==> config.mk <==
export PLATFORM = sky130hd
export DESIGN_NAME = truth_table_capture
export DESIGN_NICKNAME = d
export VERILOG_FILES = /design/src/rtl/truth_table_capture.sv
export SDC_FILE = /design/constraint.sdc
export NUM_CORES = 1
export LEC_CHECK = 0
export ABC_AREA = 1
export ABC_CLOCK_PERIOD_IN_PS = 1450
export BUFFER_PORTS_ARGS = -buffer_cell sky130_fd_sc_hd__buf_2
export CAP_MARGIN = 20
export CORE_MARGIN = 4
export CORE_UTILIZATION = 40
export CTS_CLUSTER_DIAMETER = 100
export DETAILED_ROUTE_END_ITERATION = 8
export GPL_ROUTABILITY_DRIVEN = 0
export SETUP_SLACK_MARGIN = 0.5
export SYNTH_ARGS = -nofsm -noshare
export SYNTH_HDL_FRONTEND = slang
export SYNTH_SLANG_ARGS = --single-unit
==> constraint.sdc <==
create_clock -name clk -period 1.45 [get_ports clk]
set_input_delay 0.145 -clock clk [delete_from_list [all_inputs] [get_ports clk]]
set_output_delay 0.145 -clock clk [all_outputs]
set_load 0.02 [all_outputs]
==> src/rtl/truth_table_capture.sv <==
// Sweeps a 4-bit code over a combinational unit under test and captures its 1-bit
// response per code into a 16-entry truth table with a running population count.
module truth_table_capture #(
  parameter int unsigned HOLD_CYCLES = 20
) (
  input  logic        clk,
  input  logic        rst_n,
  input  logic        start,
  input  logic        y_in,
  output logic [3:0]  i_out,
  output logic        busy,
  output logic        done,
  output logic        valid,
  output logic [15:0] table_out,
  output logic [4:0]  ones_count
);

  typedef enum logic [1:0] {
    IDLE = 2'b00,
    RUN  = 2'b01,
    DONE = 2'b10
  } state_t;

  localparam logic [7:0] HOLD_LAST = 8'(HOLD_CYCLES - 1);

  state_t      state_q, state_d;
  logic [3:0]  code_q, code_d;
  logic [7:0]  hold_q, hold_d;
  logic [15:0] table_q, table_d;
  logic [4:0]  ones_q, ones_d;
  logic        valid_q, valid_d;
  logic [3:0]  i_out_q, i_out_d;
  logic        busy_q, busy_d;
  logic        done_q, done_d;

  // Next-state, capture and output decode; outputs are precomputed from next state.
  always_comb begin
    state_d = state_q;
    code_d  = code_q;
    hold_d  = hold_q;
    table_d = table_q;
    ones_d  = ones_q;
    valid_d = valid_q;
    case (state_q)
      IDLE: begin
        if (start) begin
          state_d = RUN;
          code_d  = 4'h0;
          hold_d  = 8'h00;
          table_d = 16'h0000;
          ones_d  = 5'd0;
          valid_d = 1'b0;
        end else begin
          state_d = IDLE;
        end
      end
      RUN: begin
        if (hold_q == HOLD_LAST) begin
          table_d[code_q] = y_in;
          ones_d          = ones_q + {4'b0000, y_in};
          hold_d          = 8'h00;
          // Code 15 ends the sweep instead of wrapping back to 0.
          if (code_q == 4'hF) begin
            state_d = DONE;
            valid_d = 1'b1;
          end else begin
            code_d = code_q + 4'h1;
          end
        end else begin
          hold_d = hold_q + 8'h01;
        end
      end
      DONE: begin
        state_d = IDLE;
      end
      default: begin
        state_d = IDLE;
      end
    endcase

    i_out_d = (state_d == RUN) ? code_d : 4'h0;
    busy_d  = (state_d == RUN);
    done_d  = (state_d == DONE);
  end

  // State and output registers; reset clears everything without waiting for a clock.
  always_ff @(posedge clk or negedge rst_n) begin
    if (!rst_n) begin
      state_q <= IDLE;
      code_q  <= 4'h0;
      hold_q  <= 8'h00;
      table_q <= 16'h0000;
      ones_q  <= 5'd0;
      valid_q <= 1'b0;
      i_out_q <= 4'h0;
      busy_q  <= 1'b0;
      done_q  <= 1'b0;
    end else begin
      state_q <= state_d;
      code_q  <= code_d;
      hold_q  <= hold_d;
      table_q <= table_d;
      ones_q  <= ones_d;
      valid_q <= valid_d;
      i_out_q <= i_out_d;
      busy_q  <= busy_d;
      done_q  <= done_d;
    end
  end

  assign i_out      = i_out_q;
  assign busy       = busy_q;
  assign done       = done_q;
  assign valid      = valid_q;
  assign table_out  = table_q;
  assign ones_count = ones_q;

endmodule

==> impl_summary.md, run 1 <==
Status
The flow ran to the end, and the final reports show no timing, DRC or antenna violations.

Setup path
The worst setup path is captured at a register. Data on the critical path arrives at its endpoint at 1.61 ns. The highest-delay cell along the critical path is sky130_fd_sc_hd__dfrtp_1.

The critical path starts at hold_q[0]. Walking the worst path, the cells encountered are ha_2 -> nand2_2 -> nor2_4 -> nand2_4 -> buf_8 -> nor2_1 -> nand2_1 -> nand2_2 -> a21oi_2. The class of the most critical setup path is register to register.

The data required time of the critical path is 1.64 ns. The worst reg2reg path startpoint is hold_q[0]. On the worst path, the slowest cell contributes a delay of 0.37 ns. The startpoint kind of the worst setup timing path is a register. Along the worst path, the maximum fanout reaches 11. The cell type with the highest occurrence count on the critical path is sky130_fd_sc_hd__nand2_2.

CTS
The number of clock sinks is 42. TritonCTS built the clock tree. The largest buffer count on any clock path is 2. The insertion delay of the later-clocked pin in the worst-skew pair is 0.30 ns. In this run the clock root is driven by a sky130_fd_sc_hd__clkbuf_8. The clock tree synthesis step divided the H-tree into 2 levels.

The total CTS buffers is 5. Clock-pin slew was measured on the worst setup and hold paths at 0.09 ns.

Synthesis
The synthesized area is 2240 um^2. The sequential element share of the synthesized area is 0.470. The synthesized netlist net count is 286. The number of instances in the synthesized netlist is 275. The number of different library cells used by synthesis comes to 27. The synthesis warning total is 0. Counting flops and latches in the post-synthesis netlist gives 42.

A synthesized cell averages 8.13 um^2.

Drt
The routed length per instance is 13.6 um. The count of antenna-violating nets left after detailed routing is 0. The routed design has 5880 um of wire. After detailed routing, the number of remaining DRC violations is 0. The detailed router finished its first iteration with 78 violations. The via density per instance is 4.95. The first-pass iteration count of the detailed router is 5. The total number of vias is 2132.

Timing
The pin slew with the least headroom to its limit is 0.258 ns. Static timing analysis puts the maximum clock frequency at 705 MHz. The number of setup violations in the final report is 0. The clock period could shrink to 1.42 ns.

The largest clock skew in the final design is 0.0136 ns. In this run the tightest slew margin relative to its limit is 0.828. The count of final max-slew check failures is 0.

Setup repair after global routing could not meet its margin everywhere. The final hold violation count is 0. The post-route setup TNS is 0 ns. The fraction of the cycle the final worst path needs is 0.978.

Floorplanning
The standard cell core area is 5270 um^2. Row generation in the floorplan step produced 26 rows. The initial utilization of the core area, before any placement, comes to 0.424.

The die extent in x is 82.8 um. During I/O placement, the number of pins put on the boundary was 32. The floorplan die height is 82.8 um. The floorplan step defined a die boundary enclosing 6850 um^2.

Placement
The placed instances occupy a cell area of 2670 um^2. The quantity of I/O buffers inserted on ports is 31. Summed over all nets, the half-perimeter wirelength after detailed placement is 3820 um.

Finish
In the layout the commonest cells are 63 x sky130_fd_sc_hd__nand2_1, 44 x sky130_fd_sc_hd__buf_4, 37 x sky130_fd_sc_hd__dfrtp_1, 37 x sky130_fd_sc_hd__buf_6, 25 x sky130_fd_sc_hd__nand3_1. The library cell used most frequently in the layout, excluding fill and tap cells, is sky130_fd_sc_hd__nand2_1. After routing the design area is 3460 um^2. The layout has 438 filler cells. Of the cells placed in the final design, the portion with a size suffix greater than 1 is 0.463. The net count of the finished layout is 371. From synthesis to final layout, the design area changed by 54.7%. The number of antenna diodes in the final layout is 0.

Global route
Entering global routing, the biggest net connects 23 pins. The first global-routing pass estimated 9650 um of wire. For this run, global-route usage on met1 was measured as 0.249. The most congested layer reported by global routing is met2. For this run the aggregate overflow at the end of global routing stands at 0. The global-route track usage on met3 is 0.0358. For this run, global-route usage on met2 was measured as 0.295. The number of antenna violations at the first check in global routing is 0. The number of global-route vias before repair is 2124. The global-route usage over all layers is 0.185.

Power
The share of total power dissipated in combinational logic is 0.484. IR analysis of the VDD net gives a maximum drop of 0.000793 V. The switching share of power is 0.399. The total net switching power is 1.96 mW. The power density over the cells is 1420 nW/um^2.

The design internal power is 2.95 mW. Of the total power, registers draw 0.352. The share of total power dissipated in the clock network is 0.164. The leakage power is 1.71 nW.

Flow run
The max-capacitance violation count is 0.

Min path
The type of the tightest min-delay check is input port to register. The beginning of the worst hold path is y_in.
critical path: cells and delay by family, from the launching register on:
| kind | cells | cell delay [ns] |
|---|---|---|
| fa+ha+maj | 1 | 0.20 |
| flops | 1 | 0.37 |
| buf+inv | 1 | 0.16 |
| compound gates | 1 | 0.05 |
| simple gates | 6 | 0.51 |
registers in the layout (all words and copies together), names as in the netlist:
name and count:
done 1, table_out 16, i_out 4, busy 1, state_q 2, hold_q 8
valid 1, ones_count 5, code_q 4
per-layer routing:
metal  routed length [um]  vias up
li1                     -     1067
met1                 2690     1013
met2                 2890       46
met3                  216        6
met4                   82        0
met5                    0        -
Yosys cell counts:
| master | count | share of area |
|---|---|---|
| sky130_fd_sc_hd__nand3b_1 | 1 | 0.0034 |
| sky130_fd_sc_hd__inv_1 | 22 | 0.037 |
| sky130_fd_sc_hd__nand4_1 | 1 | 0.0028 |
| sky130_fd_sc_hd__nand2_4 | 1 | 0.0050 |
| sky130_fd_sc_hd__buf_2 | 4 | 0.0090 |
| sky130_fd_sc_hd__o21ai_2 | 4 | 0.016 |
| sky130_fd_sc_hd__ha_1 | 7 | 0.039 |
| sky130_fd_sc_hd__o21ai_0 | 6 | 0.013 |
| sky130_fd_sc_hd__buf_4 | 1 | 0.0034 |
| sky130_fd_sc_hd__o22ai_1 | 4 | 0.011 |
| sky130_fd_sc_hd__clkbuf_1 | 2 | 0.0034 |
| sky130_fd_sc_hd__inv_2 | 1 | 0.0017 |
| sky130_fd_sc_hd__o21ai_1 | 2 | 0.0045 |
| sky130_fd_sc_hd__nand3_1 | 34 | 0.076 |
| sky130_fd_sc_hd__nor2_2 | 2 | 0.0056 |
| sky130_fd_sc_hd__dfrtp_1 | 42 | 0.47 |
| sky130_fd_sc_hd__nand2_2 | 3 | 0.0084 |
| sky130_fd_sc_hd__nor3_1 | 2 | 0.0045 |
| sky130_fd_sc_hd__a21oi_2 | 2 | 0.0078 |
| sky130_fd_sc_hd__o211ai_1 | 11 | 0.037 |
| sky130_fd_sc_hd__a21oi_1 | 4 | 0.0090 |
| sky130_fd_sc_hd__xor2_1 | 6 | 0.024 |
| sky130_fd_sc_hd__nand2_1 | 79 | 0.13 |
| sky130_fd_sc_hd__nor2_1 | 28 | 0.047 |
| sky130_fd_sc_hd__buf_6 | 3 | 0.015 |
| sky130_fd_sc_hd__nor2_4 | 2 | 0.010 |
| sky130_fd_sc_hd__xnor2_1 | 1 | 0.0039 |
through the flow:
stage	util	setup slack, ns	power, mW	hold WS (ns)	instances
2_1_floorplan	-	0.0841	2.79	-0.151	275
3_3_place_gp	0.507	0.0361	3.37	0.0947	389
3_5_place_dp	0.507	-0.00384	3.40	0.100	389
4_1_cts	0.597	0.0397	4.60	0.180	415
5_1_grt	0.656	-0.0701	5.30	0.201	431
6_report	0.656	0.0317	4.91	0.176	431
cell families (layout without fill, tap and decap cells):
group	Yosys count	in the layout	synth area share
AOI/OAI and AO/OA	33	33	0.0985
xor gates and xnor gates	7	7	0.0274
adders and majority gates	7	7	0.0392
buffers and inverters	33	119	0.0694
DFF	42	42	0.470
and+or+nand+nor	153	153	0.295
what timing repair did:
action | 4_1_cts | 5_1_grt
pin swaps | 8 | 19
cloned | 0 | 1
hold buffers | 1 | 0
setup endpoints to repair | 70 | 85
resized for setup | 74 | 57
hold endpoints to repair | 15 | 0
setup buffers | 17 | 15
path summary, 6_finish.rpt:
check	slack [ns]	endpoint	cells after the start
max	0.03	i_out[3]	9
min	0.18	table_out[15]	3
max reg2reg	0.03	i_out[3]	9
min reg2reg	0.50	table_out[8]	2
max in group asynchronous	0.70	code_q[2]	3
min in group asynchronous	0.26	hold_q[2]	2
cell type report:
type / count / area (um^2) / area share
sequential: 42 / 1060 / 0.306
inverter: 23 / 95.1 / 0.0275
timing repair buffer: 88 / 830 / 0.240
multi-input combinational: 200 / 1290 / 0.374
clock inverter: 2 / 12.5 / 0.00362
clock buffer: 6 / 82.6 / 0.0239
tap: 70 / 87.6 / 0.0253
power by group through the flow:
stage / clock, mW / sequential [mW] / combinational (mW)
2_1_floorplan: 0 / 1.85 / 0.940
3_3_place_gp: 0 / 1.69 / 1.68
3_5_place_dp: 0 / 1.70 / 1.71
4_1_cts: 0.828 / 1.71 / 2.06
5_1_grt: 0.889 / 1.77 / 2.64
6_report: 0.804 / 1.73 / 2.37
Power figures use the tool's default switching activity.
==> inputs of run 2 (changes only) <==
--- a/config.mk
+++ b/config.mk
@@ -7,10 +7,11 @@
 export LEC_CHECK = 0
 export ABC_AREA = 1
 export ABC_CLOCK_PERIOD_IN_PS = 1450
-export BUFFER_PORTS_ARGS = -buffer_cell sky130_fd_sc_hd__buf_2
+export BUFFER_PORTS_ARGS = -buffer_cell sky130_fd_sc_hd__buf_4
 export CAP_MARGIN = 20
 export CORE_MARGIN = 4
 export CORE_UTILIZATION = 40
+export CTS_BUF_LIST = sky130_fd_sc_hd__clkbuf_4 sky130_fd_sc_hd__clkbuf_8
 export CTS_CLUSTER_DIAMETER = 100
 export DETAILED_ROUTE_END_ITERATION = 8
 export GPL_ROUTABILITY_DRIVEN = 0
==> run 2 against run 1 <==
Effect of this change: fmax shrank 1.0%; sequential share of layout area grew 0.15 points; clock skew shrank 0.0077 ns; critical endpoint is now table_out[6]; cell area shrank 0.36%; register-to-register slack is essentially flat; utilization shrank 0.24 points; count of clock-buffer cells in the layout shrank 1; non-clock buffer count is the same; via count shrank 0.94%.
==> impl_summary.md, run 2 (same netlist as run 1, synthesis figures left out) <==
Status
The flow ran to the end, and the final reports show no timing, DRC or antenna violations.

Drt
In the routed design, unresolved DRC markers number 0. In this run the remaining antenna-violating nets after routing total 0. The final wirelength is 5830 um. The total number of vias is 2112. Dividing the detail-routed via count by the number of cells gives 4.91. The routed length per instance is 13.6 um. The first-pass iteration count of the detailed router is 4. The detailed router's first-iteration violation count is 131.

CTS
In this run the clock root is driven by a sky130_fd_sc_hd__clkbuf_8. TritonCTS created 5 clock buffers. The largest buffer count on any clock path is 2.

The maximum level of the CTS H-tree is 2. The insertion delay of the later-clocked pin in the worst-skew pair is 0.30 ns. The CTS tree is done. The clock input transition at the sequential cells of the worst setup and hold paths is 0.08 ns.

The number of clock sinks is 42.

Floorplanning
The effective utilization at floorplan is 0.424. The area enclosed by the die boundary is 6850 um^2. The standard cell core area is 5270 um^2.

Measured along the x axis, the die boundary spans 82.8 um. The number of placement rows is 26. 32 I/O pins were placed. The floorplan die height is 82.8 um.

Setup path
Of all nets on the critical path, the largest fanout is 7. The critical path goes through ha_4 -> nand2_2 -> nor2_2 -> nand2_2 -> nand2_4 -> buf_4 -> o211ai_1 -> nand2_1 -> nand2_1. In this run the critical register-to-register path is captured at table_out[6].

Data on the critical path arrives at its endpoint at 1.62 ns. The endpoint of the worst setup timing path is table_out[6]. The number of cells traversed by the worst register-to-register path is 9. STA classifies the critical path endpoint as a register. The origin of the worst setup path is hold_q[1]. The highest-delay cell along the critical path is sky130_fd_sc_hd__dfrtp_1. The startpoint kind of the worst setup timing path is a register. In this design, the stage delay of the slowest critical-path cell is 0.40 ns. Among cell families on the critical path, the largest total delay comes from simple AND/OR/NAND/NOR gates. The class of the most critical setup path is register to register.

The worst reg2reg path startpoint is hold_q[1]. In this run the register-to-register setup slack is 0.02 ns. The data required time of the critical path is 1.64 ns. The cell depth of the worst setup path is 9. The number of buffers and inverters on the critical path is 1.

Timing
The worst pin sits at a relative slew slack of 0.648. Timing would allow up to 698 MHz. The count of final max-slew check failures is 0. Setup repair after global routing could not meet its margin everywhere. The final hold violation count came to 0. The fraction of the cycle the final worst path needs is 0.988.

After layout, the minimum clock period comes to 1.43 ns. The worst hold margin is 0.160 ns. Setup violations remaining at the end of the flow were counted as 0. The largest clock skew in the final design is 0.00591 ns. The pin slew with the least headroom to its limit is 0.528 ns.

Placement
In this run the tool buffered the top-level ports with 31 buffer cells. The HPWL after detailed placement is 3710 um. The number of placed instances, taps included is 387.

Finish
The library cells used most frequently in the layout, excluding fill and tap cells, are 67 x sky130_fd_sc_hd__nand2_1, 48 x sky130_fd_sc_hd__buf_4, 37 x sky130_fd_sc_hd__buf_6, 36 x sky130_fd_sc_hd__dfrtp_1, 22 x sky130_fd_sc_hd__nand3_1. The commonest non-fill, non-tap cell in the layout is sky130_fd_sc_hd__nand2_1. The final net count is 371. Fill cells in the final layout number 456.

The number of flip-flops under the largest register name is 16. The area growth from synthesis to layout is 54.1%. The fraction of layout cells with a size suffix above 1 is 0.464.

The post-route non-filler standard cell count is 430. The number of inserted diodes is 0.

Global route
The number of antenna violations at the first check in global routing is 0. The number of global-route vias before repair is 2066. In the global route stage, overall resource usage came out at 0.180. The first global-routing pass estimated 9350 um of wire. After global routing the overflow that remains totals 0. The maximum number of pins on one net before global-route repair is 43.

Flow run
Max-cap violations in this run came to 0.

Min path
The count of cells along the worst hold path is 3. The type of the tightest min-delay check is input port to register.

Power
IR analysis of the VDD net gives a maximum drop of 0.000909 V. The power density over the cells is 1450 nW/um^2. The leakage power is 1.71 nW.
run 2: per-layer routing:
layer | global-route usage | share of wire
met1 | 0.231 | 0.46
met2 | 0.301 | 0.49
met3 | 0.0423 | 0.034
met4 | 0.0539 | 0.015
met5 | 0 | 0
run 2: where the power goes:
| group | internal (mW) | switching, mW | total, mW |
|---|---|---|---|
| combinational | 1.18 | 1.35 | 2.53 |
| sequential | 1.47 | 0.282 | 1.75 |
| clock | 0.323 | 0.395 | 0.718 |
run 2: worst min path at each step:
stage	startpoint	endpoint	slack, ns
finish	y_in	table_out[15]	0.16
global route	y_in	table_out[15]	0.16
CTS	y_in	table_out[15]	0.16
detailed placement	rst_n	hold_q[5]	0.17
global placement	rst_n	hold_q[5]	0.17
floorplan	rst_n	busy	-0.15
run 2: repair_timing:
item,4_1_cts,5_1_grt
buffers inserted,22,12
pin swaps,9,15
cloned,0,1
endpoints found under the hold margin,42,0
gates resized for setup,53,46
hold buffers,1,0
setup endpoints to repair,70,70
run 2: final cells by class:
cell class / instances / area [um^2] / area share
clock buffers: 5 / 68.8 / 0.0200
clock inverters: 2 / 10.0 / 0.00290
flip-flops and latches: 42 / 1060 / 0.307
repair buffers: 88 / 822 / 0.239
multi-input cells: 200 / 1310 / 0.380
inverters: 23 / 88.8 / 0.0258
well taps: 70 / 87.6 / 0.0254
run 2: worst register-to-register path: stages, from the launching register on:
cell	delay (ns)
sky130_fd_sc_hd__dfrtp_1	0.40
sky130_fd_sc_hd__ha_4	0.16
sky130_fd_sc_hd__nand2_2	0.05
sky130_fd_sc_hd__nor2_2	0.09
sky130_fd_sc_hd__nand2_2	0.10
sky130_fd_sc_hd__nand2_4	0.14
sky130_fd_sc_hd__buf_4	0.16
sky130_fd_sc_hd__o211ai_1	0.08
sky130_fd_sc_hd__nand2_1	0.07
sky130_fd_sc_hd__nand2_1	0.05
run 2: per-stage QoR:
step	total power [mW]	utilization	setup slack [ns]	TNS [ns]	instance area, um^2
finish	5.00	0.654	0.0173	0	3450
CTS	4.56	0.602	0.0685	0	3170
detailed placement	3.46	0.516	0.0504	0	2720
floorplan	2.79	-	0.0841	0	2320
global placement	3.42	0.516	0.0737	0	2720
global route	5.39	0.654	-0.0517	-0.534	3450
